File: src/rtl/synapse_sum_sequencer_if.sv
// Request/result bundle between the spike/weight registers and the
// time-multiplexed synapse weight summer.
interface synapse_sum_sequencer_if #(
  parameter int P_INPUT_WIDTH = 16
);
  logic                          i_start;
  logic                          i_abort;
  logic [41:0]                   i_spikes;
  logic [42*P_INPUT_WIDTH-1:0]   i_weights;
  logic                          o_ready;
  logic                          o_valid;
  logic [P_INPUT_WIDTH+5:0]      o_sum;
  logic [5:0]                    o_count;

  modport master (
    output i_start, i_abort, i_spikes, i_weights,
    input  o_ready, o_valid, o_sum, o_count
  );

  modport slave (
    input  i_start, i_abort, i_spikes, i_weights,
    output o_ready, o_valid, o_sum, o_count
  );
endinterface

File: src/rtl/synapse_sum_sequencer.sv
// Sums the weights of active synapses (42 inputs) through one 4-lane adder,
// 11 groups per transaction, and reports the total with a one-cycle valid pulse.
module synapse_sum_sequencer #(
  parameter int P_INPUT_WIDTH = 16
) (
  input  logic                   i_clk,
  input  logic                   i_rst_n,
  synapse_sum_sequencer_if.slave bus
);
  localparam int W      = P_INPUT_WIDTH;
  localparam int N_LANE = 4;
  localparam int N_PAD  = 44;
  localparam logic [3:0] LP_LAST_GRP = 4'd10;

  typedef enum logic [1:0] {
    S_IDLE,
    S_ACC,
    S_DONE
  } state_t;

  state_t               r_state;
  logic [3:0]           r_grp;
  logic [N_PAD-1:0]     r_spikes;
  logic [N_PAD*W-1:0]   r_weights;
  logic [W+5:0]         r_acc;
  logic [5:0]           r_cnt;
  logic                 r_ready;
  logic                 r_valid;
  logic [W+5:0]         r_sum;
  logic [5:0]           r_count;

  logic [W+1:0]         w_lane_sum;
  logic [2:0]           w_lane_pop;
  logic [W+5:0]         w_acc_nxt;
  logic [5:0]           w_cnt_nxt;

  // Captured operands are padded to 44 entries and shifted down one group per
  // ACC cycle, so the lanes always read the low four slots; lanes 2/3 of the
  // last group are additionally masked.
  always_comb begin
    w_lane_sum = '0;
    w_lane_pop = '0;
    for (int unsigned l = 0; l < N_LANE; l++) begin
      if (r_spikes[l] && (r_grp != LP_LAST_GRP || l < 2)) begin
        w_lane_sum = w_lane_sum + {2'b00, r_weights[l*W +: W]};
        w_lane_pop = w_lane_pop + 3'd1;
      end
    end
    w_acc_nxt = r_acc + {4'b0000, w_lane_sum};
    w_cnt_nxt = r_cnt + {3'b000, w_lane_pop};
  end

  always_ff @(posedge i_clk or negedge i_rst_n) begin
    if (!i_rst_n) begin
      r_state   <= S_IDLE;
      r_grp     <= '0;
      r_spikes  <= '0;
      r_weights <= '0;
      r_acc     <= '0;
      r_cnt     <= '0;
      r_ready   <= 1'b1;
      r_valid   <= 1'b0;
      r_sum     <= '0;
      r_count   <= '0;
    end else begin
      case (r_state)
        S_IDLE: begin
          r_valid <= 1'b0;
          if (bus.i_start && !bus.i_abort) begin
            r_spikes  <= {2'b00, bus.i_spikes};
            r_weights <= {{(2*W){1'b0}}, bus.i_weights};
            r_acc     <= '0;
            r_cnt     <= '0;
            r_grp     <= '0;
            r_ready   <= 1'b0;
            r_state   <= S_ACC;
          end
        end
        S_ACC: begin
          if (bus.i_abort) begin
            r_ready <= 1'b1;
            r_state <= S_IDLE;
          end else begin
            r_acc     <= w_acc_nxt;
            r_cnt     <= w_cnt_nxt;
            r_spikes  <= r_spikes >> N_LANE;
            r_weights <= r_weights >> (N_LANE*W);
            r_grp     <= r_grp + 4'd1;
            if (r_grp == LP_LAST_GRP) begin
              r_sum   <= w_acc_nxt;
              r_count <= w_cnt_nxt;
              r_valid <= 1'b1;
              r_state <= S_DONE;
            end
          end
        end
        S_DONE: begin
          r_valid <= 1'b0;
          r_ready <= 1'b1;
          r_state <= S_IDLE;
        end
        default: begin
          r_valid <= 1'b0;
          r_ready <= 1'b1;
          r_state <= S_IDLE;
        end
      endcase
    end
  end

  assign bus.o_ready = r_ready;
  assign bus.o_valid = r_valid;
  assign bus.o_sum   = r_sum;
  assign bus.o_count = r_count;
endmodule

File: src/flat_wrapper.sv
// flat-port wrapper written by rule: the top's interface ports become plain ports
module synapse_sum_sequencer_flat 
#(
  parameter int P_INPUT_WIDTH = 16
)
  (i_clk, i_rst_n, bus_i_start, bus_i_abort, bus_i_spikes, bus_i_weights, bus_o_ready, bus_o_valid, bus_o_sum, bus_o_count);
  synapse_sum_sequencer_if #(.P_INPUT_WIDTH(P_INPUT_WIDTH)) bus_i ();
  input  logic i_clk;
  input  logic i_rst_n;
  input wire logic [$bits(bus_i.i_start)-1:0] bus_i_start;
  input wire logic [$bits(bus_i.i_abort)-1:0] bus_i_abort;
  input wire logic [$bits(bus_i.i_spikes)-1:0] bus_i_spikes;
  input wire logic [$bits(bus_i.i_weights)-1:0] bus_i_weights;
  output wire logic [$bits(bus_i.o_ready)-1:0] bus_o_ready;
  output wire logic [$bits(bus_i.o_valid)-1:0] bus_o_valid;
  output wire logic [$bits(bus_i.o_sum)-1:0] bus_o_sum;
  output wire logic [$bits(bus_i.o_count)-1:0] bus_o_count;
  assign bus_i.i_start = bus_i_start;
  assign bus_i.i_abort = bus_i_abort;
  assign bus_i.i_spikes = bus_i_spikes;
  assign bus_i.i_weights = bus_i_weights;
  assign bus_o_ready = bus_i.o_ready;
  assign bus_o_valid = bus_i.o_valid;
  assign bus_o_sum = bus_i.o_sum;
  assign bus_o_count = bus_i.o_count;
  synapse_sum_sequencer #(.P_INPUT_WIDTH(P_INPUT_WIDTH)) u_core (.i_clk(i_clk), .i_rst_n(i_rst_n), .bus(bus_i));
endmodule
File: config.mk
export PLATFORM = sky130hd
export DESIGN_NAME = synapse_sum_sequencer_flat
export DESIGN_NICKNAME = d
export VERILOG_FILES = /design/src/rtl/synapse_sum_sequencer_if.sv /design/src/rtl/synapse_sum_sequencer.sv /design/src/flat_wrapper.sv
export SDC_FILE = /design/constraint.sdc
export NUM_CORES = 2
export LEC_CHECK = 0
export CAP_MARGIN = 20
export CORE_MARGIN = 2
export CORE_UTILIZATION = 45
export DETAILED_ROUTE_END_ITERATION = 10
export GPL_TIMING_DRIVEN = 0
export PLACE_DENSITY = 0.83
export SYNTH_ARGS = -nofsm -noshare
export SYNTH_HDL_FRONTEND = slang
export SYNTH_SLANG_ARGS = --single-unit
File: constraint.sdc
create_clock -name i_clk -period 7.46 [get_ports i_clk]
set_clock_uncertainty 0.2 [all_clocks]
set_input_delay 1.119 -clock i_clk [delete_from_list [all_inputs] [get_ports i_clk]]
set_output_delay 1.119 -clock i_clk [all_outputs]
set_load 0.02 [all_outputs]
Word-level counts from Yosys, hierarchy flattened
Index checks and enable logic that the tools add are counted.

word-level totals
  bits of input ports = 718
  logic and storage cells = 72
  register bits after elaboration = 812

operators by class
  mux-type cells = 33
  reductions and logical operators = 11
  bitwise logic cells = 1
  eq/ne operators = 8
  $add $sub $neg = 9

operators by type and width
  operator                                                         count
  704-bit two-way mux                                              2
  704-bit case mux with 2 select lines                             1
  44-bit two-way mux                                               2
  44-bit case mux with 2 select lines                              1
  18-bit by 16-bit adder with 18-bit output                        3
  18-bit two-way mux                                               3
  22-bit two-way mux                                               2
  22-bit case mux with 2 select lines                              1
  22-bit by 18-bit adder with 22-bit output                        1
  16-bit two-way mux                                               1
  6-bit two-way mux                                                2
  6-bit case mux with 2 select lines                               1
  3-bit by 1-bit adder with 3-bit output, second input constant    3
  3-bit two-way mux                                                3
  4-bit two-way mux                                                2
  4-bit case mux with 2 select lines                               1
  6-bit by 3-bit adder with 6-bit output                           1
  1-bit two-way mux                                                6
  2-bit two-way mux                                                3
  2-bit AND reduction                                              3
  3-bit AND reduction                                              2
  4-bit by 1-bit adder with 4-bit output, second input constant    1
  4-bit == test, second input constant                             1
  2-bit by 1-bit != test with 1-bit output, second input constant  2
  11 further kinds                                                 14

Depth between registers and ports, before layout
  depth after elaboration = 10
  depth in mapped cells = 41
  depth with buffers taken out = 38

Worst setup path after synthesis
No wires, ideal clock.

  path kind = register to register
  from = register u_core.r_spikes[0]
  to = register u_core.r_sum[18], in the netlist u_core.bus.o_sum[18]
  data required time = 7124 ps
  arrival = 7069 ps
  buffers on the path = 2
  slack = 56 ps
  cell stages (with the launch flop) = 37
  period minus slack after synthesis = 7404 ps
  path through = dfrtp_1 -> buf_4 -> clkbuf_1 -> and2_1 -> ha_1 -> fa_1 -> maj3_1 -> nand3_1 -> a21oi_1 -> o21ai_2 -> a22o_1 -> a21boi_1 -> a21oi_1 -> xnor2_1 -> mux2_2 -> ha_1 -> nand4_1 -> or4_1 -> nand3_1 -> a31oi_1 -> xnor2_1 -> nor2_1 -> a31oi_1 -> ha_1 -> or3_1 -> o21bai_1 -> a31oi_1 -> xor2_1 -> a2bb2oi_1 -> o31a_1 -> ha_1 -> or2_2 -> a21oi_1 -> a21oi_1 -> a21oi_1 -> xnor2_1 -> o21ai_0

on the way
  cells in the longest elaborated chain, start to end = 8

RTL lines
  what                                           line                         text
  from (decl)                                    synapse_sum_sequencer.sv:23  logic [N_PAD-1:0] r_spikes;
  from (signal assigned)                         synapse_sum_sequencer.sv:70  r_spikes <= {2'b00, bus.i_spikes};
  from (signal assigned)                         synapse_sum_sequencer.sv:86  r_spikes <= r_spikes >> N_LANE;
  16-bit two-way mux (*)                         synapse_sum_sequencer.sv:44  if (r_spikes[l] && (r_grp != LP_LAST_GRP || l < 2)) begin
  18-bit by 16-bit adder with 18-bit output      synapse_sum_sequencer.sv:45  w_lane_sum = w_lane_sum + {2'b00, r_weights[l*W +: W]};
  18-bit two-way mux (*)                         synapse_sum_sequencer.sv:44
  18-bit by 16-bit adder with 18-bit output      synapse_sum_sequencer.sv:45
  18-bit two-way mux (*)                         synapse_sum_sequencer.sv:44
  18-bit by 16-bit adder with 18-bit output      synapse_sum_sequencer.sv:45
  18-bit two-way mux (*)                         synapse_sum_sequencer.sv:44
  22-bit by 18-bit adder with 22-bit output (*)  synapse_sum_sequencer.sv:49  w_acc_nxt = r_acc + {4'b0000, w_lane_sum};
  to (signal assigned)                           synapse_sum_sequencer.sv:90  r_sum <= w_acc_nxt;
  to (decl)                                      synapse_sum_sequencer.sv:29  logic [W+5:0] r_sum;

Mark *: on every way between the ends. The rest lies on a longest branch, timed or not.
A chain may end at the register's enable or synchronous reset.

Final worst setup path
  from = register u_core.r_spikes[0]
  to = register u_core.r_acc[20]

on the way
  cells in the longest elaborated chain, start to end = 10

RTL lines
  what                                           line                         text
  16-bit two-way mux (*)                         synapse_sum_sequencer.sv:44
  18-bit by 16-bit adder with 18-bit output      synapse_sum_sequencer.sv:45
  18-bit two-way mux (*)                         synapse_sum_sequencer.sv:44
  18-bit by 16-bit adder with 18-bit output      synapse_sum_sequencer.sv:45
  18-bit two-way mux (*)                         synapse_sum_sequencer.sv:44
  18-bit by 16-bit adder with 18-bit output      synapse_sum_sequencer.sv:45
  18-bit two-way mux (*)                         synapse_sum_sequencer.sv:44
  22-bit by 18-bit adder with 22-bit output (*)  synapse_sum_sequencer.sv:49
  22-bit two-way mux (*)                         synapse_sum_sequencer.sv:80  if (bus.i_abort) begin
  22-bit case mux with 2 select lines (*)        synapse_sum_sequencer.sv:66  case (r_state)
  to (signal assigned)                           synapse_sum_sequencer.sv:84  r_acc <= w_acc_nxt;
  to (decl)                                      synapse_sum_sequencer.sv:25  logic [W+5:0] r_acc;

Mark *: on every way between the ends. The rest lies on a longest branch, timed or not. The select of a mux whose other input is x is not followed.

==> impl_metrics.csv <==
group,metric,value,unit
clock_tree,cts.clk_slew.worst_paths,0.07,ns
global_routing,grt_pass1_wl,231000,um
layout,layout-drive-gt1-share,5.91,%
timing,worst_hold_slack,0.132,ns
floorplan,ioPinCount,748,
synth,ys_types,79,
drt,ant_nets,0,
global_routing,grt_remaining_overflow,0,
power_and_ir_drop,leakage,21.5,nW
synth,synth_edf_count,0,
synth,synth_area,37700,um^2
floorplan,die_x,293,um
critical_path,critical_path_buf_inv_count,3,
power_and_ir_drop,power,17.0,mW
critical_path,cp_slowest_cell,"dfrtp_2",
critical_path,crit_path_start_kind,"flip-flop",
floorplan,start_util,45.3,%
synth,yosys_register_bits,778,
power_and_ir_drop,p_per_area,335,nW/um^2
floorplan,rows,106,
clock_tree,clockBufferDepth,3,
timing,fin_crit,7.49,ns
drt,wl_met2,75800,um
critical_path,critPathMaxStageDelay,0.48,ns
floorplan,dieArea,86100,um^2
place,pre_cts_ws,-2.11,ns
power_and_ir_drop,irDropWorstVdd,0.216,mV
clock_tree,cts_root_buf,"clkbuf_16",
clock_tree,numCtsBuffers,83,
global_routing,grt_max_degree,125,
synth,synth_top_area_share,51.6,%
layout,syn_to_final_growth,34.7,%
critical_path,crit_fanout,5,
timing,max_slew_margin,23.7,%
critical_path,critical_path.top_delay_family,"compound AO/OA/AOI/OAI gates",
clock_tree,htree_num_levels,3,
drt,avgViaCountPerCell,5.71,
drt,wirelength,160000,um
drt,wl_met1,60600,um
critical_path,path_class,"reg -> reg",
clock_tree,numClockSinks,778,
clock_tree,clk-insertion-delay-late,0.67,ns
critical_path,critical_path_arrival,7.88,ns
critical_path,crit_required,7.85,ns
place,io_buffers,747,
layout,mostFrequentLayoutCell,"nand2_1",
outcome,status,"finished, violations left",
hold_path,worst_hold_path_type,"in -> async",
drt,route.met3.wl,14500,um
place,placed_cell_area,46800,um^2
synth,synthArstFlopShare,100,%
floorplan,chipHeight,293,um
timing,finalHoldViolations,0,
drt,top_layer_used,"met5",
timing,fmax,133,MHz
timing,finalSetupViolCount,2,
global_routing,grt_pass1_vias,37263,
clock_tree,tritoncts,"built",
critical_path,end_kind,"flip-flop",
drt,wl_per_cell,24.3,um
timing,finalCritPeriodShare,100,%
drt,first_iter_violations,3603,
job,maxCapViolCount,0,
synth,synth_area_leaders,"dfrtp_1, nand2_1, a31oi_1",
synth,ys_warn_count,0,
drt,post-route-drc-count,0,
drt,dr.pass1.iters,6,
synth,ys.flop_type,"dfrtp_1",
synth,synth_top_cell_by_area,"dfrtp_1",
global_routing,grt_antenna_before_repair,52,
layout,nFillCells,7234,
drt,num_vias,37685,
synth,seq_area_frac_synth,51.6,%
floorplan,fp.coreArea,83300,um^2
global_routing,grt_usage,36.3,%
layout,design_area,50800,um^2
timing,worst-slew-pin-transition,1.14,ns
timing,setup_ws,-0.0349,ns
timing,finalSetupTns,-0.0406,ns
place,dp_hpwl,127000,um
layout,fin_nets,6216,
place,gp_congestion,0.998,
synth,synth_fp_nets,5336,
outcome,violations,"setup timing",
synth,synthCells,4540,
timing,grt_setup_unrepaired,"true",
timing,drv_slew,0,
layout,final_cell_mix,"nand2_1, dfrtp_1, clkdlybuf4s50_1",
synth,syn_avg_cell_area,8.30,um^2
metrics by stage:
stage | std cells | util (%)
after global routing | 6592 | 61.0
after CTS | 6547 | 60.1
after detailed placement | 6379 | 56.2
final | 6602 | 61.0
after global placement | 6367 | 55.9
after floorplan | 4540 | -
final timing paths:
| check | slack (ns) | cells past startpoint | end | start |
|---|---|---|---|---|
| worst max-delay path | -0.03 | 37 | u_core.r_acc[20] | u_core.r_spikes[0] |
| worst min-delay path | 0.13 | 1 | u_core.r_acc[15] | i_rst_n |
| worst max register to register | -0.03 | 37 | u_core.r_acc[20] | u_core.r_spikes[0] |
| worst min register to register | 0.28 | 2 | u_core.bus.o_sum[17] | u_core.bus.o_sum[17] |
| max in group asynchronous | 5.08 | 4 | u_core.r_weights[611] | i_rst_n |
| min in group i_clk | 0.28 | 2 | u_core.bus.o_sum[17] | u_core.bus.o_sum[17] |
sequential cells by signal, summed over array words and instances (netlist names):
signal,cells
u_core.r_weights,672
u_core.r_spikes,42
u_core.bus.o_sum,22
u_core.r_acc,22
u_core.bus.o_count,6
u_core.r_cnt,6
u_core.r_grp,4
u_core.r_state,2
u_core.bus.o_ready,1
u_core.bus.o_valid,1
report_power, final:
part	leakage [nW]	switching [mW]	internal, mW	total, mW
sequential	8.89	0.523	4.92	5.44
combinational	11.3	4.24	3.10	7.34
clock	1.32	1.85	2.36	4.21
logic make-up after synthesis:
kind of cell,share of synthesized area (%)
adder cells (fa/ha/maj),2.74
flip-flops,51.6
XOR/XNOR,1.58
multiplexers,0.438
AND/OR/NAND/NOR,22.8
buffers and inverters,3.78
AO/OA/AOI/OAI,17.1
worst register-to-register path, delay by kind of cell (launching register included):
family / cells / cell delay, ns
AOI/OAI and AO/OA: 15 / 2.68
adders and majority gates: 6 / 1.71
and+or+nand+nor: 9 / 1.22
DFF: 1 / 0.48
buffers and inverters: 3 / 0.43
xor gates and xnor gates: 3 / 0.40
muxes: 1 / 0.31
per-layer routing:
| layer | global-route usage, % | vias up |
|---|---|---|
| met1 | 44.7 | 18132 |
| met4 | 18.4 | 26 |
| met2 | 59.9 | 1872 |
| met5 | 0 | - |
| met3 | 8.12 | 420 |
| li1 | - | 17235 |
synthesized netlist by cell type, types with 24 or more instances:
library cell / instances
nand2_1: 1435
nand3_1: 24
a31oi_1: 656
clkbuf_1: 313
nor2_1: 707
inv_1: 35
a21oi_1: 70
a22o_1: 70
xnor2_1: 46
o21ai_0: 75
dfrtp_1: 777
ha_1: 73
what timing repair did:
item / 4_1_cts / 5_1_grt
pin swaps: 28 / 65
endpoints found under the hold margin: 0 / 0
resized for setup: 73 / 89
hold buffers: 0 / 0
setup buffers: 23 / 16
endpoints found under the setup margin: 30 / 20
layout make-up:
cell class	count	area (um^2)	share of cell area [%]
antenna	39	97.6	0.192
buffer	335	1310	2.57
clock inverter	31	410	0.808
sequential	778	19500	38.3
multi-input combinational	3388	17600	34.7
clock buffer	117	2340	4.62
inverter	36	138	0.271
tap	1080	1350	2.66
timing repair buffer	798	8050	15.9
No activity file was read; power rests on OpenSTA's default activity.
